**src/rtl/pipe_stage_reg.sv**
```systemverilog
// pipe_stage_reg: inter-stage pipeline register with a 2-entry skid buffer.
// The main register drives Data_Out/Inst_Out. The skid register absorbs the
// entry that arrives while the main register is stalled.
// Ports:
//   clk, rst_n           - clock, async active-low reset
//   in_valid / in_ready  - upstream handshake (in_ready is registered)
//   Data_In, Inst_In     - upstream entry
//   out_valid / out_ready- downstream handshake
//   Data_Out, Inst_Out   - held entry, bubble (0 / NOP_INST) when empty
//   flush                - synchronous kill of all held entries
//   stall_cnt            - saturating count of stalled output cycles
module pipe_stage_reg #(
  parameter int unsigned       DATA_W   = 32,
  parameter int unsigned       INST_W   = 32,
  parameter logic [INST_W-1:0] NOP_INST = INST_W'(32'h0000_0013),
  parameter int unsigned       CNT_W    = 16
) (
  input  logic              clk,
  input  logic              rst_n,
  input  logic              in_valid,
  output logic              in_ready,
  input  logic [DATA_W-1:0] Data_In,
  input  logic [INST_W-1:0] Inst_In,
  output logic              out_valid,
  input  logic              out_ready,
  output logic [DATA_W-1:0] Data_Out,
  output logic [INST_W-1:0] Inst_Out,
  input  logic              flush,
  output logic [CNT_W-1:0]  stall_cnt
);

  typedef enum logic [1:0] {
    S_EMPTY = 2'd0,
    S_ONE   = 2'd1,
    S_TWO   = 2'd2
  } state_t;

  state_t              state_q, state_d;
  logic [DATA_W-1:0]   main_data_q, main_data_d;
  logic [INST_W-1:0]   main_inst_q, main_inst_d;
  logic [DATA_W-1:0]   skid_data_q, skid_data_d;
  logic [INST_W-1:0]   skid_inst_q, skid_inst_d;
  logic                in_ready_q, in_ready_d;
  logic [CNT_W-1:0]    cnt_q, cnt_d;
  logic                accept, retire;

  assign accept = in_valid & in_ready_q;
  assign retire = out_valid & out_ready;

  // State register
  always_ff @(posedge clk or negedge rst_n) begin
    if (!rst_n) begin
      state_q     <= S_EMPTY;
      main_data_q <= '0;
      main_inst_q <= NOP_INST;
      skid_data_q <= '0;
      skid_inst_q <= NOP_INST;
      in_ready_q  <= 1'b1;
      cnt_q       <= '0;
    end else begin
      state_q     <= state_d;
      main_data_q <= main_data_d;
      main_inst_q <= main_inst_d;
      skid_data_q <= skid_data_d;
      skid_inst_q <= skid_inst_d;
      in_ready_q  <= in_ready_d;
      cnt_q       <= cnt_d;
    end
  end

  // Next-state and datapath
  always_comb begin
    state_d     = state_q;
    main_data_d = main_data_q;
    main_inst_d = main_inst_q;
    skid_data_d = skid_data_q;
    skid_inst_d = skid_inst_q;

    if (flush) begin
      state_d = S_EMPTY;
    end else begin
      unique case (state_q)
        S_EMPTY: begin
          if (accept) begin
            state_d     = S_ONE;
            main_data_d = Data_In;
            main_inst_d = Inst_In;
          end
        end
        S_ONE: begin
          if (accept && retire) begin
            main_data_d = Data_In;
            main_inst_d = Inst_In;
          end else if (accept) begin
            state_d     = S_TWO;
            skid_data_d = Data_In;
            skid_inst_d = Inst_In;
          end else if (retire) begin
            state_d = S_EMPTY;
          end
        end
        S_TWO: begin
          // in_ready is low here, so only a retire can happen
          if (retire) begin
            state_d     = S_ONE;
            main_data_d = skid_data_q;
            main_inst_d = skid_inst_q;
          end
        end
        default: state_d = S_EMPTY;
      endcase
    end

    // Empty stage always presents a bubble
    if (state_d == S_EMPTY) begin
      main_data_d = '0;
      main_inst_d = NOP_INST;
    end

    in_ready_d = (state_d != S_TWO);

    cnt_d = cnt_q;
    if (out_valid && !out_ready && !flush && (cnt_q != '1))
      cnt_d = cnt_q + CNT_W'(1);
  end

  // Outputs
  always_comb begin
    out_valid = (state_q != S_EMPTY);
    in_ready  = in_ready_q;
    Data_Out  = main_data_q;
    Inst_Out  = main_inst_q;
    stall_cnt = cnt_q;
  end

endmodule

```
**config.mk**
```make
export PLATFORM = sky130hd
export DESIGN_NAME = pipe_stage_reg
export DESIGN_NICKNAME = d
export VERILOG_FILES = /design/src/rtl/pipe_stage_reg.sv
export SDC_FILE = /design/constraint.sdc
export NUM_CORES = 1
export LEC_CHECK = 0
export CORE_MARGIN = 8
export CORE_UTILIZATION = 45
export DETAILED_ROUTE_END_ITERATION = 6
export GPL_ROUTABILITY_DRIVEN = 0
export PLACE_DENSITY = 0.84
export SLEW_MARGIN = 20
export SYNTH_ARGS = -nofsm -noshare
export SYNTH_HDL_FRONTEND = slang
export SYNTH_SLANG_ARGS = --single-unit
```
**constraint.sdc**
```tcl
create_clock -name clk -period 3.2 [get_ports clk]
set_input_delay 0.48 -clock clk [delete_from_list [all_inputs] [get_ports clk]]
set_output_delay 0.48 -clock clk [all_outputs]
set_load 0.1 [all_outputs]
```
==> impl_metrics.yaml <==
yosys:
  synthTopCellsByArea: "dfrtp_1 54%, a311oi_1 8.3%, nand2_1 7.8%"
  ys_warn_count: 0
  synth_nets: 659
  yosysTopAreaCell: "dfrtp_1"
  synthFlopType: "dfrtp_1"
  synth-seq-cells: 147
  synth_seq_area_share: 0.573
  syn_area_per_cell_um2: 10.9
  synth_top_area_share: 0.544
  mappedNetlistArea_um2: 6430
  yosysUniqueCellTypes: 42
  synthArstFlopShare: 1.00
  syn_inst: 589
  synth-edff-count: 0
outcome:
  run_status: "completed"
timing:
  fmax_ghz: 0.417
  period_needed_ns: 2.40
  hold_viol: 0
  worst_pin_slew_ns: 0.983
  rsz0062_at_grt: "no"
  period_share: 0.749
  slew_headroom: 0.343
  drv_slew: 0
  finClkSkew_ns: 0.00826
  fin_tns_setup_ns: 0
  finalSetupViolations: 0
worst_setup_path:
  reg2reg_from: "state_q[1]"
  cp.arrival_ns: 1.92
  crit_path_max_fanout: 2
  slowest_delay_ns: 1.14
  reg2reg_depth: 4
  startpoint_type: "flop"
  cp_top_family: "buffers and inverters"
  worstPathCellList: "clkdlybuf4s50_1"
  r2r_slack_ns: 1.00
  critPathKind: "flop to output port"
  cp_slowest_cell: "clkdlybuf4s50_1"
  path_buf_inv: 1
  crit_path_end_kind: "output port"
  worstPathRequired_ns: 2.72
  timing.rr.end: "Data_Out[1]"
global_routing:
  grt_overflow: 0
  grt.total_usage: 0.186
  antenna_found_initial: 0
  grt_max_degree: 123
  grt_pass1_wl_um: 27300
  grt_pass1_vias: 5439
cells_and_area:
  nets: 792
  multi_input_area_um2: 2590
  drive_gt1_frac: 0.199
  final_cell_mix: "140 x dfrtp_1, 133 x nand2_1, 79 x clkdlybuf4s50_1, 72 x buf_4, 68 x nor2_1"
  antennaDiodeCount: 0
  seq_area_um2: 3690
  synthToLayoutAreaGrowth_pct: 32.1
  nFillCells: 1075
  mostFrequentLayoutCell: "dfrtp_1"
power:
  p_clk_frac: 0.327
  p_switching_uw: 1930
  p_comb_frac: 0.251
  pwr-share-seq: 0.422
  cellPowerDensity_nw_per_um2: 674
  switching_share: 0.336
  totalPowerFinal_uw: 5730
  vdd.ir_drop.worst_mv: 0.428
  p_leak_uw: 0.00391
  p_int_uw: 3810
clock_tree:
  cts_buffer_depth: 2
  clk_pin_slew_ns: 0.06
  cts.root.buffer_cell: "clkbuf_16"
  cts_resized: 0
  numCtsBuffers: 17
  h-tree-depth: 4
  insertion_delay_ns: 0.42
  cts_tree: "yes"
  postCtsSetupRepairBufs: 0
  cts.sinks: 147
  cts_hold_buf: 0
floorplanning:
  std_cell_rows: 43
  die-area_um2: 18400
  ios: 151
  die_h_um: 136
  start_util: 0.462
  die_w_um: 136
  core_um2: 13900
detailed_routing:
  dr_total_vias: 5059
  wl_per_cell_um: 18.0
  ant_nets: 0
  vias_per_cell: 5.53
  drt_wl_total_um: 16400
  drc_errors: 0
  drt_iter0_drc: 342
  firstDrtPassIters: 4
placed_design:
  dpl.hpwl_um: 11300
  port_buffers: 150
flow_run:
  maxCapViolations: 0
worst_hold_path:
  hp-class: "input port to async pin"
==> metal layers <==
metal,routed length [um],global-route usage
met1,6970,0.224
met2,8350,0.310
met3,898,0.0538
met4,221,0.0666
met5,0,0
==> synth_stat cells (3+ instances only) <==
cell type  instances
xor2_1             7
and3_1             6
a311oi_1          61
nor3_1             3
mux2_2            26
nand3_1            8
and4_1             3
nand4_1            5
o21bai_1           4
buf_2             25
buf_1              5
nor2_1            68
nor2b_1            3
mux2_1            40
dfrtp_1          140
clkbuf_1          11
dfstp_2            7
nand2_1          133
xnor2_1            6
==> flip-flops by register name, summed over array words and instances (netlist names) <==
| register | cells |
|---|---|
| Data_Out | 32 |
| skid_inst_q | 32 |
| skid_data_q | 32 |
| in_ready | 1 |
| stall_cnt | 16 |
| state_q | 2 |
| Inst_Out | 32 |
==> power groups by stage <==
stage	Combinational (uW)	Sequential, uW	Clock [uW]
after floorplan	444	3000	0
after global placement	1410	2420	0
after detailed placement	1450	2450	0
after CTS	1460	2420	1910
after global routing	1530	2460	2010
final	1440	2420	1880
==> worst register-to-register path, stage by stage (launching register included) <==
cell	delay, ns
dfrtp_1	0.49
nor2b_4	0.63
buf_4	0.51
nand2_1	0.13
a311oi_1	0.33
==> layout make-up <==
cell class,count,share of cell area
inverters,1,0.000442
repair buffers,157,0.170
clock inverters,4,0.00589
clock buffers,28,0.0596
flip-flops and latches,147,0.434
multi-input cells,398,0.304
well taps,180,0.0265
==> logic make-up (layout without fill, tap and decap cells) <==
group | count (synthesis) | in the layout | share of synthesized area
xor+xnor | 13 | 13 | 0.0177
mux | 66 | 66 | 0.115
compound gates | 76 | 76 | 0.0997
simple gates | 242 | 242 | 0.160
flops | 147 | 147 | 0.573
buf+inv | 44 | 190 | 0.0317
fa+ha+maj | 1 | 1 | 0.00194
==> how the worst max path moves through the flow <==
stage	endpoint	slack, ns	startpoint	cells past startpoint
floorplan	stall_cnt[1]	0.91	stall_cnt[0]	6
global placement	skid_data_q[14]	0.64	in_valid	6
detailed placement	skid_data_q[13]	0.56	in_valid	6
CTS	Data_Out[21]	0.78	Data_Out[21]	1
global route	Data_Out[21]	0.74	Data_Out[21]	1
finish	Inst_Out[5]	0.80	Inst_Out[5]	1
==> stage by stage <==
stage / utilization / cell area (um2) / hold WS [ns] / worst slack, ns / instances
after floorplan: - / 6430 / 0.184 / 0.910 / 589
after global placement: 0.570 / 7950 / 0.473 / 0.642 / 883
after detailed placement: 0.570 / 7950 / 0.481 / 0.556 / 883
after CTS: 0.610 / 8500 / 0.124 / 0.782 / 915
after global routing: 0.610 / 8500 / 0.143 / 0.738 / 915
final: 0.610 / 8500 / 0.0907 / 0.805 / 915
No activity file was read; power rests on OpenSTA's default activity.
